`config.mk`:
```
export PLATFORM = sky130hd
export DESIGN_NAME = mmio_port_responder
export DESIGN_NICKNAME = d
export VERILOG_FILES = /design/src/rtl/mmio_port_responder.sv
export SDC_FILE = /design/constraint.sdc
export NUM_CORES = 1
export LEC_CHECK = 0
export CORE_ASPECT_RATIO = 0.9
export CORE_MARGIN = 3
export CORE_UTILIZATION = 35
export DETAILED_ROUTE_END_ITERATION = 12
export PLACE_DENSITY = 0.79
export SLEW_MARGIN = 20
export SYNTH_ARGS = -nofsm -noshare
export SYNTH_HDL_FRONTEND = slang
export SYNTH_SLANG_ARGS = --single-unit
```
`constraint.sdc`:
```
create_clock -name clk -period 2.13 [get_ports clk]
set_clock_uncertainty 0.1 [all_clocks]
set_input_delay 0.426 -clock clk [delete_from_list [all_inputs] [get_ports clk]]
set_output_delay 0.426 -clock clk [all_outputs]
set_load 0.05 [all_outputs]
```
`src/rtl/mmio_port_responder.sv`:
```
// Memory-mapped I/O responder: PORT_OUT register, synchronized PORT_IN, rising-edge capture and IRQ.
// Optional compare timer (TMR_COUNT/TMR_CMP/TMR_CTRL) is built only when MMIO_TIMER_EN is defined.
module mmio_port_responder #(
  parameter logic [31:0] BASE_ADDR = 32'h1001_0040,
  parameter logic [31:0] OUT_RESET = 32'h0000_0000
) (
  input  logic        clk,
  input  logic        reset,
  input  logic [31:0] Address,
  input  logic [31:0] WriteData,
  input  logic        MemWrite,
  input  logic        MemRead,
  input  logic [7:0]  PortIn,
  output logic [31:0] ReadData,
  output logic        Selected,
  output logic [31:0] PortOut,
  output logic        Irq
);

  localparam logic [3:0] OFF_PORT_OUT = 4'h0;
  localparam logic [3:0] OFF_PORT_IN  = 4'h1;
  localparam logic [3:0] OFF_EDGE     = 4'h2;
  localparam logic [3:0] OFF_COUNT    = 4'h3;
  localparam logic [3:0] OFF_CMP      = 4'h4;
  localparam logic [3:0] OFF_CTRL     = 4'h5;

  logic [3:0]  offset;
  logic        wr_en;
  logic        unused_addr_lsb;
  logic [31:0] port_out_q, port_out_d;
  logic [7:0]  sync1_q, sync1_d;
  logic [7:0]  in_sync_q, in_sync_d;
  logic [7:0]  prev_q, prev_d;
  logic [7:0]  edge_stat_q, edge_stat_d;
  logic [7:0]  edge_w1c, rise;
  logic [31:0] tmr_count, tmr_cmp, tmr_ctrl;
  logic        tmr_flag;
  logic [31:0] rdata;

  // Full-word access only; byte-lane bits are deliberately ignored.
  assign unused_addr_lsb = ^Address[1:0];
  assign offset   = Address[5:2];
  assign Selected = (Address[31:6] == BASE_ADDR[31:6]);
  assign wr_en    = Selected && MemWrite;
  assign rise     = in_sync_q & ~prev_q;

  always_comb begin
    port_out_d = port_out_q;
    if (wr_en && (offset == OFF_PORT_OUT)) port_out_d = WriteData;
    sync1_d   = PortIn;
    in_sync_d = sync1_q;
    prev_d    = in_sync_q;
    edge_w1c  = (wr_en && (offset == OFF_EDGE)) ? WriteData[7:0] : 8'h00;
    // A new edge in the same cycle as its W1C is kept, so no event is lost.
    edge_stat_d = rise | (edge_stat_q & ~edge_w1c);
  end

  always_ff @(posedge clk or negedge reset) begin
    if (!reset) begin
      port_out_q  <= OUT_RESET;
      sync1_q     <= 8'h00;
      in_sync_q   <= 8'h00;
      prev_q      <= 8'h00;
      edge_stat_q <= 8'h00;
    end else begin
      port_out_q  <= port_out_d;
      sync1_q     <= sync1_d;
      in_sync_q   <= in_sync_d;
      prev_q      <= prev_d;
      edge_stat_q <= edge_stat_d;
    end
  end

`ifdef MMIO_TIMER_EN
  logic [31:0] count_q, count_d;
  logic [31:0] cmp_q, cmp_d;
  logic        en_q, en_d;
  logic        ar_q, ar_d;
  logic        flag_q, flag_d;
  logic        match;

  always_comb begin
    match   = en_q && (count_q == cmp_q);
    count_d = count_q;
    cmp_d   = cmp_q;
    en_d    = en_q;
    ar_d    = ar_q;
    flag_d  = flag_q;
    if (en_q) begin
      if (match) begin
        if (ar_q) count_d = 32'h0;
        else      en_d    = 1'b0;
      end else begin
        count_d = count_q + 32'h1;
      end
    end
    if (wr_en && (offset == OFF_CMP)) cmp_d = WriteData;
    // Software EN/AUTORELOAD override the hardware one-shot stop; hardware FLAG set overrides W1C.
    if (wr_en && (offset == OFF_CTRL)) begin
      en_d = WriteData[0];
      ar_d = WriteData[1];
      if (WriteData[2]) flag_d = 1'b0;
    end
    if (match) flag_d = 1'b1;
  end

  always_ff @(posedge clk or negedge reset) begin
    if (!reset) begin
      count_q <= 32'h0;
      cmp_q   <= 32'h0;
      en_q    <= 1'b0;
      ar_q    <= 1'b0;
      flag_q  <= 1'b0;
    end else begin
      count_q <= count_d;
      cmp_q   <= cmp_d;
      en_q    <= en_d;
      ar_q    <= ar_d;
      flag_q  <= flag_d;
    end
  end

  assign tmr_count = count_q;
  assign tmr_cmp   = cmp_q;
  assign tmr_ctrl  = {29'h0, flag_q, ar_q, en_q};
  assign tmr_flag  = flag_q;
`else
  assign tmr_count = 32'h0;
  assign tmr_cmp   = 32'h0;
  assign tmr_ctrl  = 32'h0;
  assign tmr_flag  = 1'b0;
`endif

  always_comb begin
    rdata = 32'h0;
    case (offset)
      OFF_PORT_OUT: rdata = port_out_q;
      OFF_PORT_IN:  rdata = {24'h0, in_sync_q};
      OFF_EDGE:     rdata = {24'h0, edge_stat_q};
      OFF_COUNT:    rdata = tmr_count;
      OFF_CMP:      rdata = tmr_cmp;
      OFF_CTRL:     rdata = tmr_ctrl;
      default:      rdata = 32'h0;
    endcase
  end

  assign ReadData = (Selected && MemRead) ? rdata : 32'h0;
  assign PortOut  = port_out_q;
  assign Irq      = (|edge_stat_q) | tmr_flag;

endmodule

```
==> results_dict.tcl <==
set metrics [dict create \
    cts-root-buf "clkbuf_8" \
    cp_num_buf_inv 5 \
    drv_cap 0 \
    synth_seq_cells 64 \
    worstRegToRegCells 1 \
    postLayoutCoreUtil_pct 72.8 \
    cp-start-kind "input port" \
    syn_inst 216 \
    min_path_type "reg2reg" \
    clock.fmax_ghz 0.414 \
    worst_path_most_repeated_cell "buf_12" \
    core_area_um2 7260 \
    ios 142 \
    maxSlewViolCount 0 \
    drtPass1Iterations 4 \
    crit_required_ns 1.60 \
    p_leak_uw 0.00253 \
    rows 29 \
    crit_end "ReadData[0]" \
    rsz0062_at_grt "true" \
    reg2reg_from "PortOut[14]" \
    relSlewSlack_pct 61.9 \
    violations "negative setup slack" \
    arrival_ns 1.89 \
    yosysWarnings 0 \
    path_cells "buf_6 > nor4b_4 > nand3_2 > buf_4 > buf_12 > nor3_4 > buf_12 > and2_4 > buf_12" \
    viasPerCell 4.83 \
    fin_area_um2 5280 \
    num-fill-cells 492 \
    worst_pin_slew_ns 0.571 \
    gp_congestion 0.824 \
    place_area_um2 4800 \
    port_buffers 139 \
    die_y_um 89.2 \
    grt_pass1_wl_um 13200 \
    grt_max_degree 42 \
    antenna_found_initial 0 \
    dieArea_um2 8790 \
    setup.worst_path.class "in2out" \
    slowest_stage "nor4b_4" \
    rrSetupSlack_ns 1.21 \
    die_x_um 98.5 \
    fin_tns_setup_ns -9.34 \
    cp_top_family "simple AND/OR/NAND/NOR gates" \
    cp-end-kind "output pin" \
    vias 2364 \
    outcome "complete, but fails checks" \
    seq_area_frac_synth_pct 59.5 \
    drtIter0Drc 44 \
    final_hold_viol_count 0 \
    startpoint "Address[31]" \
    reg2reg_to "PortOut[14]" \
    routed_wl_um 8420 \
    initial_core_util_pct 37.1 \
    irDropWorstVdd_uv 499 \
    cts_tree "done" \
    multiInputGateArea_um2 1220 \
    worst-path-stages 9 \
    dp_hpwl_um 5820 \
    synth_area_per_cell_um2 12.5 \
    h-tree-depth 3 \
    power.density_nw_per_um2 454 \
    finalSetupViolCount 65 \
    wl_per_cell_um 17.2 \
    setup_slack_ns -0.283 \
    nets 467 \
    grt-ovfl-total 0 \
    crit_path_max_incr_delay_ns 0.28 \
    syn-cell-area_um2 2690 \
    drive_above_1_share_pct 40.2 \
    pre_cts_ws_ns -0.692 \
    layout_min_cycle_time_ns 2.41 \
    synth_cell_types 22 \
    insertion_delay_ns 0.33 \
    syn-num-nets 292 \
    cts.sinks 64 \
    diodes 0 \
    drc 0 \
    area_delta_synth_final_pct 96.0 \
    path_clk_slew_ns 0.07 \
    grtUsageTotal_pct 19.7 \
    postRouteAntennaNets 0 \
    seqCellArea_um2 1600 \
    cp_max_fo 8 \
    grt_pass1_vias 2533 \
    cts_buffers 9 \
    cts_buffer_depth 2 \
    fin_crit_sh_pct 113 \
]
==> Yosys cell counts <==
cell,number,share of area (%)
o41ai_1,8,2.6
mux2_2,2,0.84
nand4b_1,1,0.33
nand4_1,1,0.23
or2_2,1,0.23
nor4_1,5,1.2
dfrtp_1,64,59
nor4b_1,3,0.98
mux2i_1,8,3.0
o21ai_0,16,3.0
inv_1,16,2.2
nor2b_1,1,0.23
clkbuf_1,7,0.98
nor2_1,3,0.42
nor4_2,1,0.46
and2_1,32,7.4
nand2_1,11,1.5
nor4_4,1,0.79
mux2_1,30,13
nand3_1,1,0.19
nor3_1,1,0.19
buf_6,3,1.3
==> repair_timing <==
item / in CTS / in global routing
hold buffers: 1 / 0
setup buffers: 13 / 2
endpoints found under the setup margin: 66 / 71
cloned: 4 / 2
endpoints found under the hold margin: 23 / 0
pin swaps: 23 / 7
gates resized for setup: 128 / 15
==> how the worst min path moves through the flow <==
stage	start	end	slack [ns]	cells past startpoint
after floorplan	reset	PortOut[0]	0.03	0
after global placement	in_sync_d[1]	in_sync_q[1]	0.23	0
after detailed placement	in_sync_d[6]	in_sync_q[6]	0.24	0
after CTS	in_sync_d[7]	in_sync_q[7]	0.25	0
after global routing	in_sync_d[7]	in_sync_q[7]	0.25	0
final	in_sync_d[7]	in_sync_q[7]	0.25	0
==> flip-flops by register name, indices dropped and copies added (netlist names) <==
signal,flops
in_sync_q,8
prev_q,8
in_sync_d,8
edge_stat_q,8
PortOut,32
==> through the flow <==
stage / total power, uW / cells / hold slack (ns)
floorplan: 1310 / 216 / 0.0304
global route: 2520 / 489 / 0.246
CTS: 2430 / 488 / 0.250
detailed placement: 1500 / 456 / 0.237
global placement: 1490 / 456 / 0.233
finish: 2400 / 489 / 0.248
==> where the power goes <==
part           total [uW]  internal, uW  switching [uW]
registers            1250          1240            9.74
logic                 233           143            90.1
clock network         916           431             486
==> metal layers <==
layer / routed length, um / global-route usage, % / vias up
met1: 3410 / 24.1 / 1149
met4: 112 / 6.45 / 0
li1: - / - / 1097
met2: 4330 / 34.2 / 106
met5: 0 / 0 / -
met3: 559 / 5.38 / 12
==> layout by cell type (no fill, tap or decap), types with 3 or more instances in the layout <==
master / Yosys / routed
clkdlybuf4s15_1: 0 / 6
o41ai_1: 8 / 8
mux2_1: 30 / 23
dlymetal6s2s_1: 0 / 7
dlygate4sd2_1: 0 / 6
nand2_1: 11 / 9
mux2i_1: 8 / 8
buf_6: 3 / 12
mux2_4: 0 / 8
dfrtp_1: 64 / 64
buf_4: 0 / 19
buf_2: 0 / 12
inv_1: 16 / 16
nor4_4: 1 / 5
nor4b_4: 0 / 3
and2_4: 0 / 32
clkdlybuf4s50_1: 0 / 67
clkbuf_8: 0 / 9
o21ai_0: 16 / 16
buf_12: 0 / 38
==> cell type report <==
cell class                 count  area share [%]
inverter                      16            1.14
sequential                    64            30.3
clock buffer                   9            2.35
tap                           93            2.20
timing repair buffer         174            39.7
clock inverter                 7            1.04
multi-input combinational    126            23.2
==> logic make-up after synthesis <==
kind of cell / after synthesis / share of synthesized area [%]
DFF: 64 / 59.5
and+or+nand+nor: 62 / 14.2
muxes: 40 / 16.3
buffers and inverters: 26 / 4.46
AOI/OAI and AO/OA: 24 / 5.57
(Power assumes the default switching activity.)
